$ cat src/rtl/seq_mult_core.sv
// Sequential shift-and-add magnitude multiplier: |A|*|B| over DW cycles, with operand
// sign bits passed through so the downstream stage can restore the product sign.
module seq_mult_core #(
  parameter int unsigned DW   = 8,
  parameter int unsigned DW_2 = 16
) (
  input  logic            clk,
  input  logic            rst,
  input  logic            start,
  input  logic [DW-1:0]   multiplier,
  input  logic [DW-1:0]   multiplicand,
  output logic            ready,
  output logic            done,
  output logic [DW_2-1:0] product,
  output logic            multiplier_msb,
  output logic            multiplicand_msb
);

  localparam int unsigned CW = (DW > 1) ? $clog2(DW) : 1;

  typedef enum logic [1:0] {
    IDLE = 2'd0,
    CALC = 2'd1,
    DONE = 2'd2
  } state_t;

  state_t          state;
  state_t          state_nxt;
  logic [DW-1:0]   mag_a;
  logic [DW-1:0]   mag_b;
  logic [DW-1:0]   abs_a;
  logic [DW-1:0]   abs_b;
  logic [DW_2-1:0] acc;
  logic [CW-1:0]   cnt;

  // Two's-complement magnitude; the most negative value maps to 2^(DW-1) unsigned.
  assign abs_a = multiplier[DW-1]   ? (~multiplier   + DW'(1)) : multiplier;
  assign abs_b = multiplicand[DW-1] ? (~multiplicand + DW'(1)) : multiplicand;

  always_ff @(posedge clk or negedge rst) begin
    if (!rst) begin
      state <= IDLE;
    end else begin
      state <= state_nxt;
    end
  end

  always_comb begin
    state_nxt = state;
    case (state)
      IDLE:    if (start) state_nxt = CALC;
      CALC:    if (cnt == CW'(DW - 1)) state_nxt = DONE;
      DONE:    state_nxt = IDLE;
      default: state_nxt = IDLE;
    endcase
  end

  // Datapath and registered handshake outputs.
  always_ff @(posedge clk or negedge rst) begin
    if (!rst) begin
      mag_a            <= '0;
      mag_b            <= '0;
      acc              <= '0;
      cnt              <= '0;
      product          <= '0;
      multiplier_msb   <= 1'b0;
      multiplicand_msb <= 1'b0;
      ready            <= 1'b1;
      done             <= 1'b0;
    end else begin
      ready <= (state_nxt == IDLE);
      done  <= (state == DONE);
      case (state)
        IDLE: begin
          if (start) begin
            multiplier_msb   <= multiplier[DW-1];
            multiplicand_msb <= multiplicand[DW-1];
            mag_a            <= abs_a;
            mag_b            <= abs_b;
            acc              <= '0;
            cnt              <= '0;
          end
        end
        CALC: begin
          if (mag_a[0]) acc <= acc + (DW_2'(mag_b) << cnt);
          mag_a <= mag_a >> 1;
          cnt   <= cnt + CW'(1);
        end
        DONE: begin
          product <= acc;
        end
        default: ;
      endcase
    end
  end

endmodule

$ cat config.mk
export PLATFORM = sky130hd
export DESIGN_NAME = seq_mult_core
export DESIGN_NICKNAME = d
export VERILOG_FILES = /design/src/rtl/seq_mult_core.sv
export SDC_FILE = /design/constraint.sdc
export NUM_CORES = 1
export LEC_CHECK = 0
export BUFFER_PORTS_ARGS = -buffer_cell sky130_fd_sc_hd__buf_2
export CORE_ASPECT_RATIO = 0.75
export CORE_UTILIZATION = 50
export CTS_CLUSTER_SIZE = 16
export DETAILED_ROUTE_END_ITERATION = 7
export PLACE_DENSITY = 0.73
export SYNTH_ARGS = -nofsm -noshare
export SYNTH_HDL_FRONTEND = slang
export SYNTH_SLANG_ARGS = --single-unit
export TNS_END_PERCENT = 30
$ cat constraint.sdc
create_clock -name clk -period 5.7 [get_ports clk]
set_input_delay 0.285 -clock clk [delete_from_list [all_inputs] [get_ports clk]]
set_output_delay 0.285 -clock clk [all_outputs]
set_load 0.02 [all_outputs]
==> flow_summary_export.csv, run 1 <==
group,metric,value,unit
run_status,status,"complete, no violations",
floorplanning,coreArea,6900,um2
floorplanning,start_util,52.2,%
synth,yosys_warnings,0,
synth,avgSynthCellArea,9.68,um2
pwr,p_int,1.39,mW
sta,fmax,0.330,GHz
setup_path,cp_max_fo,17,
pwr,vdd_drop_max,269,uV
clocking,cts.repair.resized,0,
sta,setup_ws,2.67,ns
pwr,power_frac_comb,58.0,%
global_routing,grt_pass1_vias,2686,
global_routing,grt.overflow.total,0,
finish,nNetsFinal,444,
sta,rsz0062_at_grt,"false",
sta,finalHoldViolCount,0,
global_routing,grt_first_pass_wirelength,13200,um
setup_path,cp_cell_sequence,"nand2b_1 -> nor3_1 -> ha_1 -> inv_1 -> fa_1 -> nor2b_4 -> o2111ai_2 -> a311oi_4 -> o21ai_1 -> a32o_1",
finish,areaGrowthSynthToFinish,11.8,%
finish,antenna_cells,0,
finish,layout_commonest_cell,"dfrtp_1",
sta,slew_viol_final,0,
clocking,clk_pin_slew,0.06,ns
synth,ys_ff_latch,57,
clocking,cts-buffers-inserted,9,
setup_path,timing.setup.critical_path_class,"flop to flop",
setup_path,cpPeakStageDelay,0.57,ns
setup_path,crit_path_end_kind,"flop",
pwr,sw_frac_of_total,46.4,%
synth,netlist_top_cells_area,"dfrtp_1, mux2_2, ha_1",
synth,synthesis.area,3600,um2
synth,syn-num-nets,411,
pwr,powerDensity,646,nW/um2
sta,final_min_period_over_clock_period,53.1,%
pwr,seqPwrFrac,28.6,%
routing,first_iter_violations,178,
setup_path,worstPathArrival,3.26,ns
synth,async_flop_share,100,%
clocking,post_cts_buffers,0,
sta,tightestPinTransition,0.997,ns
synth,synth.distinct_cells,60,
floorplanning,ioPinCount,39,
setup_path,worstReg2RegStart,"cnt[0]",
clocking,holdBufCountCts,0,
finish,final_cell_mix,"dfrtp_1, buf_2, nand2_1",
global_routing,globalRouteTotalUtil,22.9,%
hold_path,hp-class,"input pin to asynchronous set/reset pin",
placement,pre_cts_ws,2.77,ns
clocking,clockBufferDepth,2,
sta,setup_viol,0,
floorplanning,dieHeight,75.5,um
placement,gp_congestion,0.898,
setup_path,start_kind,"flop",
routing,viasPerCell,5.77,
pwr,clkPwrFrac,13.4,%
routing,ant_nets,0,
floorplanning,design.die.area,7550,um2
floorplanning,die_x,100,um
placement,portBuffers,38,
synth,seq_area_frac_synth,39.7,%
setup_path,cp_slowest_cell,"dfrtp_1",
synth,yosysTopAreaCell,"dfrtp_1",
synth,synth_top_area_share,38.9,%
setup_path,cp.buffers_inverters,1,
sta,tns,0,ns
routing,routed_wl,7870,um
clocking,htreeDepth,3,
sta,fin_crit,3.03,ns
synth,synth_cells,372,
setup_path,crit_start,"cnt[0]",
global_routing,antenna_found_initial,0,
global_routing,grt_max_degree,58,
clocking,cts.root.buffer_cell,"clkbuf_8",
routing,num_vias,2933,
clocking,clock_latency,0.35,ns
clocking,cts_tree,"done",
synth,synth_edf_count,0,
placement,place_hpwl,5740,um
finish,drive_gt1_share,23.4,%
routing,wl_per_cell,15.5,um
floorplanning,rows,26,
clocking,cts_sinks,57,
job,cap_violations,0,
setup_path,cp_top_family,"compound AO/OA/AOI/OAI gates",
synth,synth_top_flop_cell,"dfrtp_1",
sta,skew,0.00700,ns
routing,firstDrtPassIters,5,
pwr,leakagePower,1.89,nW
routing,post-route-drc-count,0,
setup_path,cp_data_required_time,5.93,ns
sta,max_slew_margin,33.5,%
pwr,power_switching,1.20,mW
power groups by stage:
stage | combinational [mW] | clock [mW] | sequential [mW]
6_report | 1.51 | 0.348 | 0.743
5_1_grt | 1.68 | 0.372 | 0.768
4_1_cts | 1.50 | 0.354 | 0.739
3_5_place_dp | 1.49 | 0 | 0.747
3_3_place_gp | 1.46 | 0 | 0.740
2_1_floorplan | 1.19 | 0 | 0.724
synthesized netlist by cell type, drive strengths merged, types with 6 or more instances:
library cell / number
inv: 18
buf: 11
ha: 19
mux2i: 11
dfrtp: 56
a21o: 7
clkbuf: 6
a21oi: 25
o21ai: 28
xor2: 8
nor2: 23
xnor2: 8
o22ai: 18
nand3: 7
mux2: 25
nand2: 34
or3: 6
stage by stage:
step	hold WS (ns)	utilization (%)	cell area [um2]	std cells	power, mW
2_1_floorplan	-0.0106	-	3600	372	1.91
3_3_place_gp	0.469	55.7	3840	492	2.20
3_5_place_dp	0.472	55.7	3840	492	2.24
4_1_cts	0.103	58.3	4020	508	2.59
5_1_grt	0.158	58.3	4020	508	2.82
6_report	0.0789	58.3	4020	508	2.60
sequential cells by signal, summed over array words and instances (netlist names):
name and count:
state 2, multiplicand_msb 1, acc 16, mag_a 8
product 16, ready 1, multiplier_msb 1, mag_b 8
done 1, cnt 3
logic make-up (layout without fill, tap and decap cells):
kind of cell	count (synthesis)	after routing	share of synthesized area [%]
compound gates	114	114	21.6
simple gates	94	94	12.7
xor+xnor	16	16	3.89
flops	57	57	39.7
mux	36	36	10.9
buf+inv	35	73	4.10
fa+ha+maj	20	20	7.16
routing by layer:
layer,routed length (um),global-route usage (%),vias up
li1,-,-,1435
met1,4130,32.9,1429
met2,3360,34.7,59
met3,269,5.69,10
met4,112,6.76,0
met5,0,0,-
cell type report:
cell class                 instances  area [um2]
fill                             651        2870
multi-input combinational        280        2020
sequential                        57        1430
timing repair buffer              39         198
clock buffer                      13         169
tap                               98         123
inverter                          18        67.6
clock inverter                     3        15.0
final timing paths:
kind	depth (start not counted)	slack [ns]	to
max in group asynchronous	2	5.16	acc[12]
hold reg to reg	1	0.50	product[3]
hold / removal	2	0.08	acc[5]
min in group clk	2	0.23	mag_b[0]
setup / recovery	10	2.67	acc[10]
setup reg to reg	10	2.67	acc[10]
(Power assumes the default switching activity.)
==> run 2, diff against run 1 <==
==> constraint.sdc (replaced) <==
create_clock -name clk -period 2.85 [get_ports clk]
set_input_delay 0.1425 -clock clk [delete_from_list [all_inputs] [get_ports clk]]
set_output_delay 0.1425 -clock clk [all_outputs]
set_load 0.02 [all_outputs]
==> flow_summary_export.csv, run 2 (synthesis gave the netlist of run 1 again) <==
group,metric,value,unit
run_status,status,"complete, no violations",
sta,skew,0.0132,ns
finish,final_cell_mix,"dfrtp_1, buf_2, nand2_1",
routing,num_vias,2960,
sta,rsz0062_at_grt,"true",
sta,setup_viol,0,
pwr,powerDensity,1320,nW/um2
setup_path,worstPathArrival,2.97,ns
floorplanning,ioPinCount,39,
sta,fmax,0.367,GHz
hold_path,hold_depth,2,
floorplanning,start_util,52.2,%
sta,setup_ws,0.125,ns
clocking,clk_pin_slew,0.07,ns
finish,drive_gt1_share,26.1,%
clocking,clock_latency,0.36,ns
sta,tightestPinTransition,0.992,ns
floorplanning,die_x,100,um
setup_path,crit_path_end_kind,"flop",
routing,first_iter_violations,165,
routing,wl_per_cell,15.5,um
setup_path,cp_data_required_time,3.10,ns
global_routing,antenna_found_initial,0,
finish,layout_commonest_cell,"dfrtp_1",
floorplanning,dieHeight,75.5,um
finish,fin_util,60.2,%
setup_path,cp_max_fo,8,
job,cap_violations,0,
global_routing,globalRouteTotalUtil,23.4,%
pwr,vdd_drop_max,564,uV
global_routing,grt_max_degree,45,
clocking,cts.root.buffer_cell,"clkbuf_8",
hold_path,hp-class,"input pin to flop",
setup_path,cp_cell_sequence,"mux2i_1 -> mux2_2 -> o22ai_1 -> ha_2 -> a21o_2 -> nand2_2 -> a311oi_4 -> or3_1 -> a32o_1",
routing,post-route-drc-count,0,
sta,slew_viol_final,0,
hold_path,holdCritStartpoint,"multiplicand[0]",
routing,firstDrtPassIters,4,
sta,holdWs,0.0619,ns
pwr,leakagePower,1.94,nW
finish,nNetsFinal,455,
global_routing,grt.overflow.total,0,
placement,pre_cts_ws,-0.0500,ns
global_routing,grt_first_pass_wirelength,13300,um
clocking,cts-buffers-inserted,9,
routing,routed_wl,8070,um
sta,fin_crit,2.72,ns
setup_path,cp_slowest_cell,"dfrtp_2",
finish,antenna_cells,0,
placement,portBuffers,38,
finish,largestRegisters,"acc x16, product x16",
clocking,clockBufferDepth,2,
setup_path,crit_start,"cnt[1]",
floorplanning,design.die.area,7550,um2
global_routing,grt_pass1_vias,2709,
setup_path,start_kind,"flop",
clocking,cts_sinks,57,
sta,finalHoldViolCount,0,
placement,gp_congestion,0.948,
floorplanning,rows,26,
sta,final_min_period_over_clock_period,95.6,%
floorplanning,coreArea,6900,um2
routing,viasPerCell,5.70,
setup_path,worstReg2RegStart,"cnt[1]",
placement,place_hpwl,5960,um
setup_path,reg2reg_depth,9,
clocking,htreeDepth,3,
setup_path,cpPeakStageDelay,0.48,ns
clocking,cts_tree,"done",
routing,ant_nets,0,
setup_path,timing.setup.critical_path_class,"flop to flop",
finish,areaGrowthSynthToFinish,15.3,%
sta,max_slew_margin,33.9,%
## run 2: critical path, delay by kind of cell, from the launching register on
family                   cells  cell delay (ns)
flip-flops                   1             0.48
multiplexers                 2             0.46
AND/OR/NAND/NOR              2             0.44
adder cells (fa/ha/maj)      1             0.38
AO/OA/AOI/OAI                4             0.85
## run 2: repair_timing
| action | 4_1_cts | 5_1_grt |
|---|---|---|
| hold buffers | 1 | 0 |
| setup endpoints to repair | 3 | 5 |
| setup buffers | 0 | 4 |
| pin swaps | 0 | 2 |
| endpoints found under the hold margin | 42 | 0 |
| resized for setup | 1 | 8 |
## run 2: final timing paths
kind                       slack [ns]          end
setup / recovery                 0.13      acc[10]
hold / removal                   0.06     mag_b[0]
setup reg to reg                 0.13      acc[10]
hold reg to reg                  0.50   product[4]
max in group asynchronous        1.59     mag_a[0]
min in group asynchronous        0.50  product[13]
## run 2: final cells by class
type	count	area, um2
Fill cell	632	2750
Multi-Input combinational cell	280	2050
Sequential cell	57	1430
Timing Repair Buffer	50	287
Clock buffer	13	159
Tap cell	98	123
Inverter	18	67.6
Clock inverter	3	40.0
## run 2: through the flow
stage | std cells | TNS, ns | power, mW | area, um2
final | 519 | 0 | 5.47 | 4150
after global routing | 519 | -0.0293 | 5.92 | 4150
after CTS | 515 | 0 | 5.38 | 4100
after detailed placement | 498 | -0.102 | 4.58 | 3880
after global placement | 498 | 0 | 4.49 | 3880
after floorplan | 372 | 0 | 3.82 | 3600
## run 2: where the power goes
| part | switching [mW] | internal [mW] | total, mW | leakage [nW] |
|---|---|---|---|---|
| sequential | 0.286 | 1.15 | 1.44 | 0.716 |
| clock | 0.328 | 0.449 | 0.777 | 0.103 |
| combinational | 1.87 | 1.38 | 3.26 | 1.13 |
## run 2: metal layers
metal  part of all wire [%]  global-route usage, %
met1                     51                   33.9
met3                    4.8                   5.78
met4                    1.6                   8.70
met2                     42                   34.1
met5                      0                      0
==> run 3, diff against run 2 <==
--- a/config.mk
+++ b/config.mk
@@ -11,6 +11,8 @@
 export CTS_CLUSTER_SIZE = 16
 export DETAILED_ROUTE_END_ITERATION = 7
 export PLACE_DENSITY = 0.73
+export REMOVE_ABC_BUFFERS = 1
+export SKIP_CTS_REPAIR_TIMING = 1
 export SYNTH_ARGS = -nofsm -noshare
 export SYNTH_HDL_FRONTEND = slang
 export SYNTH_SLANG_ARGS = --single-unit
==> flow_summary_export.csv, run 3 (synthesis gave the netlist of run 1 again) <==
group,metric,value,unit
sta,skew,0.00928,ns
pwr,vdd_drop_max,519,uV
global_routing,antenna_found_initial,0,
global_routing,grt_first_pass_wirelength,13500,um
pwr,p_int,2.90,mW
routing,firstDrtPassIters,4,
placement,dp_cells,501,
finish,areaGrowthSynthToFinish,14.2,%
clocking,cts_tree,"done",
pwr,power_frac_comb,60.2,%
clocking,cts_sinks,57,
pwr,clkPwrFrac,12.8,%
sta,setup_viol,0,
routing,wl_per_cell,15.6,um
placement,pre_cts_ws,-0.000521,ns
sta,rsz0062_at_grt,"true",
placement,place_area,3910,um2
finish,n_fill_cell,630,
clocking,cts.root.buffer_cell,"clkbuf_8",
setup_path,crit_path_end_kind,"flop",
sta,finalHoldViolCount,44,
routing,ant_nets,0,
global_routing,grt.overflow.total,0,
floorplanning,dieHeight,75.5,um
finish,final_cell_mix,"dfrtp_1, buf_2, nand2_1",
floorplanning,start_util,52.2,%
setup_path,cp_slowest_cell,"dfrtp_2",
finish,largestRegisters,"acc x16, product x16",
finish,layout_commonest_cell,"dfrtp_1",
global_routing,globalRouteTotalUtil,23.6,%
run_status,status,"finished with violations",
global_routing,grt_pass1_vias,2763,
placement,place_hpwl,5980,um
setup_path,timing.setup.critical_path_class,"flop to flop",
floorplanning,coreArea,6900,um2
sta,final_min_period_over_clock_period,96.0,%
sta,tns,0,ns
routing,viasPerCell,5.72,
global_routing,grt_max_degree,48,
setup_path,cp_data_required_time,3.08,ns
pwr,finalPower,5.37,mW
clocking,clockBufferDepth,2,
hold_path,hp-class,"input pin to asynchronous set/reset pin",
sta,setup_ws,0.114,ns
sta,slew_viol_final,0,
finish,final_cell_count_no_fill,517,
run_status,violations,"negative hold slack",
routing,routed_wl,8090,um
sta,max_slew_margin,32.7,%
floorplanning,design.die.area,7550,um2
floorplanning,ioPinCount,39,
clocking,clk_pin_slew,0.06,ns
clocking,htreeDepth,3,
sta,holdWs,-0.0274,ns
clocking,clock_latency,0.35,ns
sta,fmax,0.365,GHz
finish,nNetsFinal,453,
job,cap_violations,0,
finish,fin_area,4110,um2
routing,num_vias,2957,
placement,portBuffers,38,
finish,antenna_cells,0,
setup_path,cpPeakStageDelay,0.41,ns
clocking,cts-buffers-inserted,9,
pwr,seqPwrFrac,27.1,%
placement,gp_congestion,0.893,
routing,first_iter_violations,197,
floorplanning,rows,26,
setup_path,reg2reg_depth,9,
pwr,sw_frac_of_total,45.9,%
pwr,powerDensity,1310,nW/um2
floorplanning,die_x,100,um
setup_path,worstPathArrival,2.96,ns
pwr,leakagePower,1.92,nW
finish,drive_gt1_share,26.3,%
sta,fin_crit,2.74,ns
finish,fin_util,59.6,%
setup_path,cp_max_fo,12,
sta,tightestPinTransition,1.01,ns
setup_path,start_kind,"flop",
setup_path,cp_cell_sequence,"buf_4 -> mux2_2 -> o22ai_1 -> ha_2 -> a21o_2 -> nand2_2 -> a311oi_4 -> or3_1 -> a32o_1",
pwr,power_switching,2.46,mW
routing,post-route-drc-count,0,
[run 3: path summary, 6_finish.rpt]
check	startpoint	to	slack (ns)
worst max register to register	cnt[0]	acc[10]	0.11
worst max-delay path	cnt[0]	acc[10]	0.11
min in group clk	multiplicand[0]	mag_b[0]	0.06
worst min-delay path	rst	mag_a[3]	-0.03
worst min register to register	product[0]	product[0]	0.50
max in group asynchronous	rst	acc[10]	2.17
[run 3: worst max-delay path: cells and delay by family, from the launching register on]
kind / cells / cell delay [ns]
flops: 1 / 0.41
simple gates: 2 / 0.44
buf+inv: 1 / 0.20
mux: 1 / 0.38
fa+ha+maj: 1 / 0.37
compound gates: 4 / 0.83
[run 3: per-layer routing]
metal / global-route usage (%) / routed length [um] / up-vias / part of all wire [%]
met5: 0 / 0 / - / 0
met1: 33.4 / 4100 / 1392 / 51
li1: - / - / 1455 / -
met3: 6.24 / 507 / 15 / 6.3
met2: 34.8 / 3320 / 95 / 41
met4: 9.50 / 158 / 0 / 2.0
[run 3: layout make-up]
cell class / count / area (um2) / area share, %
clock buffer: 16 / 180 / 4.38
timing repair buffer: 48 / 265 / 6.45
sequential: 57 / 1430 / 34.8
multi-input combinational: 280 / 2040 / 49.7
tap: 98 / 123 / 2.98
inverter: 18 / 67.6 / 1.64
[run 3: power by group through the flow]
stage / sequential, mW / combinational (mW) / clock [mW]
2_1_floorplan: 1.51 / 2.23 / 0
3_3_place_gp: 1.44 / 3.02 / 0
3_5_place_dp: 1.45 / 3.11 / 0
4_1_cts: 1.44 / 3.13 / 0.707
5_1_grt: 1.50 / 3.57 / 0.740
6_report: 1.45 / 3.23 / 0.685
